### src/rtl/mem_line_arbiter.sv
// Shares one slow line-based memory port among NUM_CH cache channels.
// A winner is latched in IDLE, held through BUSY and followed by a one-cycle RELEASE.
module mem_line_arbiter #(
  parameter int NUM_CH   = 2,
  parameter int ADDR_W   = 28,
  parameter int LINE_W   = 128,
  parameter int ARB_MODE = 0
) (
  input  logic                     clk,
  input  logic                     rst_n,
  input  logic [NUM_CH-1:0]        ch_read,
  input  logic [NUM_CH-1:0]        ch_write,
  input  logic [NUM_CH*ADDR_W-1:0] ch_addr,
  input  logic [NUM_CH*LINE_W-1:0] ch_wdata,
  output logic [LINE_W-1:0]        ch_rdata,
  output logic [NUM_CH-1:0]        ch_ready,
  output logic                     mem_read,
  output logic                     mem_write,
  output logic [ADDR_W-1:0]        mem_addr,
  output logic [LINE_W-1:0]        mem_wdata,
  input  logic [LINE_W-1:0]        mem_rdata,
  input  logic                     mem_ready
);

  localparam int GW = $clog2(NUM_CH);

  typedef enum logic [1:0] {IDLE, BUSY, RELEASE} state_t;

  state_t            state;
  logic [GW-1:0]     grant;
  logic [GW-1:0]     rr_ptr;
  logic [NUM_CH-1:0] req;
  logic              any_req;
  logic              found;
  logic [GW-1:0]     win;

  always_comb begin
    req     = ch_read | ch_write;
    any_req = |req;
    found   = 1'b0;
    win     = '0;
    if (ARB_MODE == 1) begin
      for (int unsigned i = 0; i < NUM_CH; i++) begin
        if (!found && req[i]) begin
          win   = GW'(i);
          found = 1'b1;
        end
      end
    end else begin
      // Scan from rr_ptr upward, wrapping past the last channel.
      for (int unsigned k = 0; k < NUM_CH; k++) begin
        if (!found && req[(32'(rr_ptr) + k) % NUM_CH]) begin
          win   = GW'((32'(rr_ptr) + k) % NUM_CH);
          found = 1'b1;
        end
      end
    end
  end

  always_ff @(posedge clk or negedge rst_n) begin
    if (!rst_n) begin
      state     <= IDLE;
      grant     <= '0;
      rr_ptr    <= '0;
      mem_read  <= 1'b0;
      mem_write <= 1'b0;
      mem_addr  <= '0;
      mem_wdata <= '0;
    end else begin
      case (state)
        IDLE: begin
          if (any_req) begin
            grant     <= win;
            mem_addr  <= ch_addr[win*ADDR_W +: ADDR_W];
            mem_wdata <= ch_wdata[win*LINE_W +: LINE_W];
            mem_write <= ch_write[win];
            mem_read  <= ~ch_write[win];
            state     <= BUSY;
          end else begin
            mem_read  <= 1'b0;
            mem_write <= 1'b0;
          end
        end
        BUSY: begin
          if (mem_ready) begin
            mem_read  <= 1'b0;
            mem_write <= 1'b0;
            if (ARB_MODE == 0)
              rr_ptr <= (grant == GW'(NUM_CH - 1)) ? '0 : grant + GW'(1);
            state <= RELEASE;
          end
        end
        RELEASE: state <= IDLE;
        default: state <= IDLE;
      endcase
    end
  end

  always_comb begin
    ch_ready = '0;
    if (state == BUSY && mem_ready)
      ch_ready[grant] = 1'b1;
  end

  assign ch_rdata = mem_rdata;

endmodule
### config.mk
export PLATFORM = sky130hd
export DESIGN_NAME = mem_line_arbiter
export DESIGN_NICKNAME = d
export VERILOG_FILES = /design/src/rtl/mem_line_arbiter.sv
export SDC_FILE = /design/constraint.sdc
export NUM_CORES = 1
export LEC_CHECK = 0
export BUFFER_PORTS_ARGS = -buffer_cell sky130_fd_sc_hd__buf_2
export CORE_AREA = 2 2 284 286
export DETAILED_ROUTE_END_ITERATION = 6
export DIE_AREA = 0 0 286 288
export HOLD_SLACK_MARGIN = 0.12
export PLACE_DENSITY_LB_ADDON = 0.05
export REMOVE_ABC_BUFFERS = 1
export SYNTH_ARGS = -nofsm -noshare
export SYNTH_HDL_FRONTEND = slang
export SYNTH_SLANG_ARGS = --single-unit
### constraint.sdc
create_clock -name clk -period 4.76 [get_ports clk]
set_input_delay 0.476 -clock clk [delete_from_list [all_inputs] [get_ports clk]]
set_output_delay 0.476 -clock clk [all_outputs]
set_load 0.1 [all_outputs]
==> run_results.csv <==
group,metric,value,unit
global_routing,grtUsageTotal,0.199,
clock_network,h-tree-depth,4,
critical_path,end_kind,"output port",
global_routing,grt_pass1_vias,11400,
floorplanning,io_pins,735,
critical_path,arrival,1870,ps
flow_run,maxCapViolCount,0,
clock_network,postCtsHoldBufs,1,
drt,vias,11600,
critical_path,crit_path_end,"ch_ready[0]",
timing,clock_skew,17.9,ps
timing,max_slew.worst_pin.slew,1090,ps
status,outcome,"complete, no violations",
timing,max_slew_margin,0.273,
global_routing,grt_antenna_before_repair,17,
timing,rsz0062_at_grt,"false",
clock_network,ctsResizeCount,0,
yosys,netlist_area,10500,um2
floorplanning,die_w,286,um
clock_network,cts_buffers,17,
timing,fin_crit_sh,0.493,
critical_path,r2r-end,"mem_wdata[87]",
timing,period_needed,2350,ps
worst_hold_path,hold_path_class,"input pin to flip-flop",
final_layout,drive_gt1_frac,0.358,
placement,numPortBuffers,478,
yosys,synth_area_leader_cell,"dfrtp_1",
placement,dp_cells,2524,
drt,drcViolationCount,0,
drt,drt_iter0_drc,918,
critical_path,ff2ff_setup_slack,2490,ps
yosys,yosys_register_bits,162,
floorplanning,initial_core_util,0.131,
global_routing,grt-ovfl-total,0,
yosys,yosys.area.top_type_share,0.387,
power_and_ir_drop,p_total,12.9,mW
global_routing,grt_max_degree,117,
final_layout,fin_area,13500,um2
clock_network,postCtsSetupRepairBufs,0,
final_layout,nNetsFinal,1931,
critical_path,worstPathRequired,4280,ps
clock_network,cts_tree,"yes",
floorplanning,rows,104,
critical_path,worstRegToRegCells,4,
drt,totalWireLength,85000,um
drt,final_antenna_net_count,0,
power_and_ir_drop,p_leak,6.53,nW
yosys,synth.area.top_cells,"dfrtp_1, o21ai_0, a21oi_1",
final_layout,utilization,0.169,
clock_network,cts_root_buf,"clkbuf_16",
critical_path,startpoint,"state[1]",
power_and_ir_drop,power.density,956,nW/um2
yosys,syn_inst,1246,
placement,place.gp.congestion,0.852,
final_layout,layoutNonFillerInstCount,2561,
critical_path,cp-start-kind,"flip-flop",
yosys,ys_seq_area_frac,0.387,
yosys,ys_types,24,
yosys,yosys_warnings,0,
critical_path,reg2reg_from,"state[0]",
worst_hold_path,holdPathStages,3,
placement,place_area,12900,um2
clock_network,clock-sinks,162,
timing,fmax,0.426,GHz
floorplanning,core,79600,um2
floorplanning,die_y,288,um
final_layout,layout-area-overhead-vs-synth,28.8,%
timing,hold_viol,0,
power_and_ir_drop,vdd_drop_max,413,uV
final_layout,layout_commonest_cell,"buf_2",
drt,firstDrtPassIters,5,
final_layout,final_cell_mix,"buf_2, o21ai_0, a21oi_1, dfrtp_1, o211a_1",
placement,hpwlAfterDp,62600,um
timing,setup_viol,0,
drt,wl_per_cell,33.2,um
final_layout,n_fill_cell,9192,
timing,drv_slew,0,
yosys,synth.avg_cell_area,8.40,um2
critical_path,worstSetupPathType,"flip-flop to output port",
critical_path,critPathMaxFanout,5,
floorplanning,dieArea,82400,um2
global_routing,grt_pass1_wl,111000,um
clock_network,clk_pin_slew,90,ps
clock_network,clk_latency,490,ps
drt,avgViaCountPerCell,4.54,
clock_network,clockBufferDepth,2,
[sequential cells by signal, indices dropped and copies added, names as in the netlist]
signal / flops
mem_read: 1
grant: 1
mem_addr: 28
state: 2
rr_ptr: 1
mem_wdata: 128
mem_write: 1
[critical path, cell delays in order (launching register included)]
cell and delay (ps):
dfrtp_1 450, and3b_1 300, nor2b_1 170, buf_2 450
[cells by family (layout without fill, tap and decap cells)]
| group | after synthesis | in the layout | synth area share |
|---|---|---|---|
| AND/OR/NAND/NOR | 14 | 14 | 0.00729 |
| multiplexers | 1 | 1 | 0.00108 |
| AO/OA/AOI/OAI | 786 | 786 | 0.452 |
| flip-flops | 162 | 162 | 0.387 |
| buffers and inverters | 283 | 534 | 0.152 |
| other | 0 | 4 | 0 |
[per-stage QoR]
stage	hold WS [ps]	TNS [ps]	setup slack (ps)
after CTS	175	0	2340
after floorplan	180	-958490	-6400
after global routing	200	0	2290
after detailed placement	500	0	2020
after global placement	504	0	2050
final	234	0	2410
[routing by layer]
layer / vias up / routed length, um / part of all wire / track usage
met5: - / 1310 / 0.015 / 0.105
met3: 96 / 18500 / 0.22 / 0.210
met1: 5774 / 31000 / 0.36 / 0.208
li1: 4937 / - / - / -
met2: 787 / 32500 / 0.38 / 0.259
met4: 42 / 1730 / 0.020 / 0.0507
[worst min-delay path by stage]
stage | start | endpoint
2_1_floorplan | rst_n | grant
3_3_place_gp | mem_wdata[109] | mem_wdata[109]
3_5_place_dp | mem_read | mem_read
4_1_cts | ch_wdata[59] | mem_wdata[59]
5_1_grt | ch_wdata[1] | mem_wdata[1]
6_report | ch_wdata[91] | mem_wdata[91]
[cell usage after synthesis]
cell       count
and2_1         1
buf_2         27
or3b_2         1
and3b_1        1
o21a_1         1
or4_1          1
nor2b_1        2
clkbuf_1     123
a41oi_1        1
nand2b_1       1
buf_6          2
o21ai_0      314
mux2_1         1
a21boi_0       1
a2bb2oi_1      1
a31o_1         1
buf_4        128
dfrtp_1      162
a21oi_1      311
buf_1          3
o211a_1      155
nand2_1        1
nor2_1         6
o21ba_2        1
[power breakdown]
part / switching, mW / total (mW) / internal [mW]
logic: 7.31 / 8.90 / 1.60
clock network: 0.764 / 1.51 / 0.745
registers: 0.384 / 2.47 / 2.09
[area by class of cell]
cell class	count	area, um2	area share
Sequential cell	162	4050	0.301
Clock inverter	12	121	0.00900
Antenna cell	4	10.0	0.000743
Tap cell	1060	1330	0.0984
Clock buffer	20	447	0.0331
Multi-Input combinational cell	801	4840	0.359
Timing Repair Buffer	502	2680	0.199
(Power assumes the default switching activity.)
